$ cat src/rtl/mod10_pkg.sv
// Shared types for the mod-10 decade tracker: BCD digit, snapshot layout and tracker FSM states.
package mod10_pkg;

  typedef logic [3:0] bcd_digit_t;

  localparam bcd_digit_t MAX_DIGIT = 4'd9;

  typedef enum logic [1:0] {
    SYNC  = 2'd0,
    TRACK = 2'd1,
    HOLD  = 2'd2
  } trk_state_e;

  typedef struct packed {
    bcd_digit_t hundreds;
    bcd_digit_t tens;
    bcd_digit_t units;
  } bcd_snap_t;

endpackage

$ cat src/rtl/mod10_snap_fifo.sv
// Synchronous snapshot FIFO; a push into a full FIFO is accepted only when a pop frees a slot
// at the same edge.
module mod10_snap_fifo
  import mod10_pkg::*;
#(
  parameter int FIFO_DEPTH = 4
) (
  input  logic      clk,
  input  logic      rst,
  input  logic      push,
  input  bcd_snap_t push_data,
  input  logic      pop,
  output logic      full,
  output logic      empty,
  output bcd_snap_t head
);

  localparam int AW = (FIFO_DEPTH > 1) ? $clog2(FIFO_DEPTH) : 1;
  localparam logic [AW:0] DEPTH_C = (AW+1)'(FIFO_DEPTH);

  bcd_snap_t mem_q [FIFO_DEPTH];
  logic [AW-1:0] wr_ptr_q, wr_ptr_d;
  logic [AW-1:0] rd_ptr_q, rd_ptr_d;
  logic [AW:0]   count_q, count_d;
  logic          push_ok, pop_ok;

  assign full  = (count_q == DEPTH_C);
  assign empty = (count_q == '0);
  assign head  = empty ? '0 : mem_q[rd_ptr_q];

  always_comb begin
    push_ok  = push && (!full || pop);
    pop_ok   = pop && !empty;
    wr_ptr_d = wr_ptr_q;
    rd_ptr_d = rd_ptr_q;
    count_d  = count_q;
    if (push_ok) wr_ptr_d = wr_ptr_q + 1'b1;
    if (pop_ok)  rd_ptr_d = rd_ptr_q + 1'b1;
    case ({push_ok, pop_ok})
      2'b10:   count_d = count_q + 1'b1;
      2'b01:   count_d = count_q - 1'b1;
      default: count_d = count_q;
    endcase
  end

  always_ff @(posedge clk) begin
    if (rst) begin
      wr_ptr_q <= '0;
      rd_ptr_q <= '0;
      count_q  <= '0;
    end else begin
      wr_ptr_q <= wr_ptr_d;
      rd_ptr_q <= rd_ptr_d;
      count_q  <= count_d;
    end
  end

  // Storage needs no reset: head is masked to zero while empty.
  always_ff @(posedge clk) begin
    if (push_ok) mem_q[wr_ptr_q] <= push_data;
  end

endmodule

$ cat src/rtl/mod10_decade_tracker.sv
// Watches a mod-10 counter, extends it with BCD tens/hundreds on 9->0 carries and 0->9 borrows,
// and queues each resulting 3-digit snapshot.
// state | meaning
// SYNC  | no valid previous sample
// TRACK | previous sample valid, detection active
// HOLD  | skip the transition caused by a load
module mod10_decade_tracker
  import mod10_pkg::*;
#(
  parameter int FIFO_DEPTH = 4
) (
  input  logic        clk,
  input  logic        rst,
  input  logic        cnt_rst,
  input  logic        cnt_mode,
  input  logic        cnt_load,
  input  logic [3:0]  cnt_data,
  input  logic        out_ready,
  output logic        out_valid,
  output logic [11:0] out_bcd,
  output logic        err_illegal,
  output logic        ovf,
  output logic        unf,
  output logic        drop
);

  trk_state_e state_q, state_d;
  bcd_digit_t tens_q, tens_d;
  bcd_digit_t hund_q, hund_d;
  bcd_digit_t prev_q, prev_d;
  logic       err_q, err_d, ovf_q, ovf_d, unf_q, unf_d, drop_q, drop_d;
  logic       carry, borrow, push, pop, fifo_full, fifo_empty;
  bcd_snap_t  snap, fifo_head;

  assign pop         = out_valid && out_ready;
  assign out_valid   = !fifo_empty;
  assign out_bcd     = fifo_head;
  assign err_illegal = err_q;
  assign ovf         = ovf_q;
  assign unf         = unf_q;
  assign drop        = drop_q;

  always_comb begin
    state_d = state_q;
    tens_d  = tens_q;
    hund_d  = hund_q;
    prev_d  = prev_q;
    err_d   = err_q;
    ovf_d   = ovf_q;
    unf_d   = unf_q;
    drop_d  = drop_q;
    carry   = 1'b0;
    borrow  = 1'b0;
    if (cnt_rst) begin
      state_d = SYNC;
      tens_d  = '0;
      hund_d  = '0;
    end else if (cnt_data > MAX_DIGIT) begin
      err_d   = 1'b1;
      state_d = SYNC;
    end else begin
      prev_d = cnt_data;
      if (cnt_load) begin
        state_d = HOLD;
      end else if (state_q != TRACK) begin
        state_d = TRACK;
      end else begin
        carry  = cnt_mode && (prev_q == MAX_DIGIT) && (cnt_data == 4'd0);
        borrow = !cnt_mode && (prev_q == 4'd0) && (cnt_data == MAX_DIGIT);
      end
    end

    if (carry) begin
      if (tens_q == MAX_DIGIT) begin
        tens_d = '0;
        if (hund_q == MAX_DIGIT) begin
          hund_d = '0;
          ovf_d  = 1'b1;
        end else begin
          hund_d = hund_q + 4'd1;
        end
      end else begin
        tens_d = tens_q + 4'd1;
      end
    end

    // Borrowing from 000 lands on 990 because units already reads 9.
    if (borrow) begin
      if (tens_q == 4'd0) begin
        tens_d = MAX_DIGIT;
        if (hund_q == 4'd0) begin
          hund_d = MAX_DIGIT;
          unf_d  = 1'b1;
        end else begin
          hund_d = hund_q - 4'd1;
        end
      end else begin
        tens_d = tens_q - 4'd1;
      end
    end

    push          = carry || borrow;
    snap.hundreds = hund_d;
    snap.tens     = tens_d;
    snap.units    = cnt_data;
    if (push && fifo_full && !pop) drop_d = 1'b1;
  end

  always_ff @(posedge clk) begin
    if (rst) begin
      state_q <= SYNC;
      tens_q  <= '0;
      hund_q  <= '0;
      prev_q  <= '0;
      err_q   <= 1'b0;
      ovf_q   <= 1'b0;
      unf_q   <= 1'b0;
      drop_q  <= 1'b0;
    end else begin
      state_q <= state_d;
      tens_q  <= tens_d;
      hund_q  <= hund_d;
      prev_q  <= prev_d;
      err_q   <= err_d;
      ovf_q   <= ovf_d;
      unf_q   <= unf_d;
      drop_q  <= drop_d;
    end
  end

  mod10_snap_fifo #(.FIFO_DEPTH(FIFO_DEPTH)) u_fifo (
    .clk       (clk),
    .rst       (rst),
    .push      (push),
    .push_data (snap),
    .pop       (pop),
    .full      (fifo_full),
    .empty     (fifo_empty),
    .head      (fifo_head)
  );

endmodule

$ cat config.mk
export PLATFORM = sky130hd
export DESIGN_NAME = mod10_decade_tracker
export DESIGN_NICKNAME = d
export VERILOG_FILES = /design/src/rtl/mod10_pkg.sv /design/src/rtl/mod10_snap_fifo.sv /design/src/rtl/mod10_decade_tracker.sv
export SDC_FILE = /design/constraint.sdc
export NUM_CORES = 1
export LEC_CHECK = 0
export CAP_MARGIN = 25
export CORE_ASPECT_RATIO = 0.6
export CORE_MARGIN = 1.5
export CORE_UTILIZATION = 50
export CTS_CLUSTER_DIAMETER = 100
export CTS_CLUSTER_SIZE = 25
export DETAILED_ROUTE_END_ITERATION = 7
export DONT_BUFFER_PORTS = 1
export GPL_TIMING_DRIVEN = 0
export PLACE_DENSITY = 0.8
export SLEW_MARGIN = 15
export SYNTH_ARGS = -nofsm -noshare
export SYNTH_HDL_FRONTEND = slang
export SYNTH_HIERARCHICAL = 1
export SYNTH_SLANG_ARGS = --single-unit
$ cat constraint.sdc
create_clock -name clk -period 2.6 [get_ports clk]
set_input_delay 0.26 -clock clk [delete_from_list [all_inputs] [get_ports clk]]
set_output_delay 0.26 -clock clk [all_outputs]
set_load 0.01 [all_outputs]
Word level (Yosys, flattened, before mapping)
Memories as Yosys holds them, arrays and structs flattened. A register that Yosys moved wholly into a read port is not among the register bits.
Cells that the tools add are included.
{"block": "classes", "n_lt_le_gt_ge": 1, "bitwise": 2, "multipliers": 0, "reduce_logical": 28, "shift": 0, "mux": 28, "eq_ne": 8, "add_sub_neg": 8, "div": 0}
{"operator": "4-bit two-way mux", "n": 12}
{"operator": "4-bit equality test (second input constant)", "n": 4}
{"operator": "4-bit logical NOT", "n": 4}
{"operator": "12-bit two-way mux", "n": 1}
{"operator": "1-bit two-way mux", "n": 10}
{"operator": "1-bit logical AND", "n": 9}
{"operator": "4-bit by 1-bit adder with 4-bit output (second input constant)", "n": 2}
{"operator": "2-bit two-way mux", "n": 4}
{"operator": "4-bit by 1-bit subtractor with 4-bit output (second input constant)", "n": 2}
{"operator": "3-bit case mux with 2 select lines", "n": 1}
{"operator": "3-bit AND reduction", "n": 2}
{"operator": "2-bit by 1-bit adder with 2-bit output (second input constant)", "n": 2}
{"operator": "4-bit greater-than comparator (second input constant)", "n": 1}
{"operator": "1-bit logical NOT", "n": 4}
{"operator": "2-bit AND reduction", "n": 2}
{"operator": "2-bit nonzero test", "n": 2}
{"operator": "4-bit OR reduction", "n": 1}
{"operator": "3-bit by 1-bit adder with 3-bit output (second input constant)", "n": 1}
{"operator": "3-bit equality test (second input constant)", "n": 1}
{"operator": "3-bit logical NOT", "n": 1}
{"operator": "3-bit OR reduction", "n": 1}
{"operator": "3-bit by 1-bit subtractor with 3-bit output (second input constant)", "n": 1}
{"operator": "2-bit by 1-bit equality test with 1-bit output (second input constant)", "n": 1}
{"operator": "2-bit equality test (second input constant)", "n": 1}
{"operator": "other kinds (3)", "n": 5}
{"block": "totals", "latch_bits": 0, "n_memories": 1, "out_inout_bits": 17, "input_bits": 10, "register_bits": 25, "elab_cells": 88, "ramBits": 48, "romBits": 0}
{"name": "u_fifo.mem_q", "words": 4, "word_bits": 12, "read_ports": 1, "rd_clocked_by_memory_dff": 1, "wr": 1, "line": "mod10_snap_fifo.sv:21", "rtl": "bcd_snap_t mem_q [FIFO_DEPTH];"}

Logic depth before layout (Yosys ltp)
{"block": "depth", "word_depth": 11, "ltp_mapped": 12, "depth_no_buf": 11}

Hierarchy
The synthesis kept the hierarchy.
{"mod": "mod10_snap_fifo", "seq_area_each_um2": 1621.6, "n_inst": 1, "cells_per_inst": 129, "area_per_inst_um2": 2338.5}
{"mod": "mod10_decade_tracker", "seq_area_each_um2": 360.3, "n_inst": 1, "cells_per_inst": 154, "area_per_inst_um2": 1263.7}

Worst setup path after synthesis
Ideal clock, no wire load.
{"block": "synth_timing", "path_kind": "reg-to-reg", "start": "reg u_fifo.count_q[1]", "end": "reg u_fifo.count_q[2]", "setup_time_ns": 0.070, "n_path_buf": 1, "path_stages_with_launch": 13, "required_time_ns": 2.530, "t_arrival_ns": 2.427, "slack_ns": 0.103, "synth_period_minus_slack_ns": 2.497, "path_cell_list": "dfxtp_1 > nor3_4 > buf_4 > nor2b_1 > inv_1 > a21boi_2 > inv_1 > ha_1 > inv_1 > fa_1 > xor2_1 > or3_1 > a21oi_1"}
{"block": "synth_between", "elab_chain_cells": 7, "word_cells_on_any_way": 14, "classes_between": "2 x add/sub; 3 x eq/ne; 1 x mux; 8 x reduce/logical"}
{"element": "from (decl)", "line": "mod10_snap_fifo.sv:24", "rtl": "logic [AW:0] count_q, count_d;"}
{"element": "from (signal assigned)", "line": "mod10_snap_fifo.sv:54", "rtl": "count_q <= count_d;"}
{"element": "3-bit logical NOT (*)", "line": "mod10_snap_fifo.sv:28", "rtl": "assign empty = (count_q == '0);"}
{"element": "net fifo_empty", "line": "mod10_decade_tracker.sv:32", "rtl": "logic carry, borrow, push, pop, fifo_full, fifo_empty;"}
{"element": "1-bit logical NOT (*)", "line": "mod10_decade_tracker.sv:36", "rtl": "assign out_valid = !fifo_empty;"}
{"element": "1-bit logical AND (*)", "line": "mod10_decade_tracker.sv:35", "rtl": "assign pop = out_valid && out_ready;"}
{"element": "net pop", "line": "mod10_decade_tracker.sv:32"}
{"element": "1-bit logical OR", "line": "mod10_snap_fifo.sv:32", "rtl": "push_ok = push && (!full || pop);"}
{"element": "1-bit logical AND", "line": "mod10_snap_fifo.sv:32"}
{"element": "2-bit by 1-bit equality test with 1-bit output or 2-bit equality test (tied branches)", "line": "mod10_snap_fifo.sv:39", "rtl": "case ({push_ok, pop_ok})"}
{"element": "3-bit case mux with 2 select lines or 2-bit nonzero test (tied branches)"}
Mark *: on every way through the listed nets, which the timed path passes. The rest lies on a longest branch.
A chain may end at the register's enable or synchronous reset.

Final worst setup path
{"block": "layout_timing", "start": "reg state_q[1]", "end": "reg u_fifo.count_q[2]"}
{"block": "layout_between", "elab_chain_cells": 9, "word_cells_on_any_way": 15, "classes_between": "3 x eq/ne; 9 x mux; 3 x reduce/logical"}
{"element": "from (decl)", "line": "mod10_decade_tracker.sv:27", "rtl": "trk_state_e state_q, state_d;"}
{"element": "from (signal assigned)", "line": "mod10_decade_tracker.sv:120", "rtl": "state_q <= state_d;"}
{"element": "2-bit by 1-bit != test with 1-bit output (*)", "line": "mod10_decade_tracker.sv:65", "rtl": "end else if (state_q != TRACK) begin"}
{"element": "1-bit two-way mux", "line": "mod10_decade_tracker.sv:65"}
{"element": "1-bit two-way mux", "line": "mod10_decade_tracker.sv:63", "rtl": "if (cnt_load) begin"}
{"element": "1-bit two-way mux", "line": "mod10_decade_tracker.sv:58", "rtl": "end else if (cnt_data > MAX_DIGIT) begin"}
{"element": "1-bit two-way mux", "line": "mod10_decade_tracker.sv:54", "rtl": "if (cnt_rst) begin"}
{"element": "1-bit logical OR (*)", "line": "mod10_decade_tracker.sv:102", "rtl": "push = carry || borrow;"}
{"element": "net push", "line": "mod10_decade_tracker.sv:32"}
{"element": "1-bit logical AND (*)", "line": "mod10_snap_fifo.sv:32"}
{"element": "2-bit by 1-bit equality test with 1-bit output or 2-bit equality test (tied branches)", "line": "mod10_snap_fifo.sv:39"}
{"element": "3-bit case mux with 2 select lines or 2-bit nonzero test (tied branches)"}
Marks and branches as above.

==> metrics.cfg <==
[run]
drv_cap = 0

[global_route]
grtUsageTotal_pct = 20.7
grt_max_degree = 15
first_global_vias = 2139
grt-ovfl-total = 0
antenna_found_initial = 0
grt_pass1_wl_um = 11300

[finish]
final_nets = 319
antenna_cells = 0
finalInstanceArea_sq_um = 4130
fin_cells = 395
area_delta_synth_final_pct = 14.7
layout-drive-gt1-share_pct = 21.4

[synthesis]
synth_fa_ha_area_share_pct = 2.29
synth_most_common_cell = edfxtp_1
avgSynthCellArea_sq_um = 12.7
synth_edf_count = 48
synth.top_cell.area_share_pct = 40.0
syn_inst = 283
ys_seq_elements = 75
netlist_top_cells_count = edfxtp_1 (48), dfxtp_1 (27), nor2_1 (21), nand2_1 (18), o21ai_0 (17)
synth_compound_area_share_pct = 9.31
synth_xor_area_share_pct = 1.22
synth.area.top_cells = edfxtp_1 (40%), dfxtp_1 (15%), mux4_2 (6.3%)
syn_area_sq_um = 3600
ys_warn_count = 6
yosys-mux-area-fraction_pct = 9.24
synth_top_cell_by_area = edfxtp_1
synth_top_family_by_area = simple AND/OR/NAND/NOR gates
synth_nets = 299
synth_ff_type = edfxtp_1
yosys.area_share.simple_pct = 18.1
yosysSeqAreaShare_pct = 55.0
ys_types = 58
async_flop_share_pct = 0

[pwr]
p_comb_share_pct = 2.4
vdd_drop_max_mv = 0.329
power_density_nw_per_um2 = 615
p_int_mw = 2.03
total_power_mw = 2.54
swShare_pct = 20.0
seqPwrFrac_pct = 49.9
cellLeakagePower_nw = 1.37
p_switching_uw = 507
clockPowerShare_pct = 47.7

[timing]
hold_violations = 0
finalMaxSlewViolations = 0
skew_ps = 7.36
setup_ws_ps = 103
max_freq_ghz = 0.400
fin_hold_ws_ps = 92.2
period_needed_ps = 2500
worst_slew_pin_slew_ps = 647
timing.final.crit_share_pct = 96.1
timing.final.setup_violations = 0
relSlewSlack_pct = 56.9

[worst_hold_path]
hold_path_class = input pin to flop

[setup_path]
cp.required_ps = 2870
crit_arrival_ps = 2770
critPathKind = flop to flop
start_kind = flop
worstPathMaxFanout = 3
cp-end-kind = flop

[placement]
placed_cell_area_sq_um = 3710
post-dp-hpwl_um = 5060
io_buffer_count = 0
place_congestion = 0.908
dp.cells = 370
dp_slack_ps = -290

[detailed_routing]
vias = 2308
drt-wirelength-per-cell_um = 18.7
drc_errors = 2
first_pass_iters = 6
drt_iter0_drc = 209
postRouteAntennaNets = 0
wl_um = 7390
viasPerCell = 5.84

[die]
die_height_um = 68.7
core_area_sq_um = 6820
die_w_um = 113
start_util_pct = 52.8
rows = 23
ioPinCount = 27
dieArea_sq_um = 7740

[cts]
cts.clk_slew.worst_paths_ps = 60
htree_levels = 3
clk_latency_ps = 340
clock_sinks = 75
tritoncts = built
cts_buffers = 9
cts.path.max_buffers = 2
root_buffer = clkbuf_16

[status]
violations = DRC
status = complete, but fails checks

[final cells by class]
class	instances	area, sq um
Inverter	13	48.8
Multi-Input combinational cell	182	1490
Timing Repair Buffer	9	80.1
Buffer	13	129
Clock inverter	6	66.3
Tap cell	87	109
Fill cell	532	2690
Sequential cell	75	1980
Clock buffer	10	229
[power groups by stage]
stage	Clock (mW)	Combinational, mW	Sequential (mW)
finish	1.21	0.0611	1.27
global route	1.30	0.0651	1.27
CTS	1.24	0.0510	1.27
detailed placement	0	0.0485	1.29
global placement	0	0.0482	1.29
floorplan	0	0.0385	1.29
[layout by cell type, fill, tap and decap left out, drive strengths merged, types with 4 or more instances in the layout]
cell type    instances
dfxtp               27
mux4                12
dlygate4sd3          5
nand2               18
and2                 8
mux2i                4
clkinv               4
nand2b               7
nor3b                4
nor3                 7
ha                   5
o21ai               17
a21oi               13
or3                  5
nor2                23
clkbuf              16
edfxtp              48
nor2b               15
inv                 14
buf                 11
[sequential cells by signal (all words and copies together), names as in the netlist, named ones only]
register         cells
u_fifo/mem_q        48
hund_q               4
prev_q               4
tens_q               4
u_fifo/count_q       3
state_q              2
u_fifo/rd_ptr_q      2
u_fifo/wr_ptr_q      2
drop                 1
err_illegal          1
ovf                  1
unf                  1
[cell families after synthesis]
group,Yosys count
simple gates,103
flops,75
compound gates,51
buf+inv,26
mux,17
fa+ha+maj,6
xor+xnor,5
[critical path: stages, from the launching register on]
cell and delay [ps]:
dfxtp_1 340, nor4_4 340, nand2_1 160, a211oi_4 270, a21boi_4 240, inv_1 60, ha_1 230, inv_1 90
fa_1 190, xor2_1 70, or3_1 300, a21oi_1 130
[routing by layer]
metal  global-route usage (%)  wire [um]
met5                        0          0
met4                     7.91        100
met3                     8.65        617
met2                     29.8       3220
met1                     28.2       3450
[worst paths after layout]
path	endpoint	cells past startpoint	start	slack, ps
max	u_fifo/count_q[2]	11	state_q[1]	100
min	prev_q[1]	2	cnt_data[1]	90
max reg2reg	u_fifo/count_q[2]	11	state_q[1]	100
min reg2reg	prev_q[2]	2	prev_q[2]	500
[stage by stage]
stage,util [%],setup TNS (ps)
final,60.6,0
after CTS,59.5,0
after global routing,60.6,-39.5
after detailed placement,54.4,-6280
after global placement,54.4,-3460
after floorplan,-,0
[repair_timing]
item | CTS | global route
buffers inserted | 3 | 1
hold endpoints to repair | 1 | 16
pin swaps | 1 | 1
gates cloned | 0 | 0
hold buffers | 1 | 4
endpoints found under the setup margin | 50 | 50
gates resized for setup | 3 | 7
(Power assumes the default switching activity.)
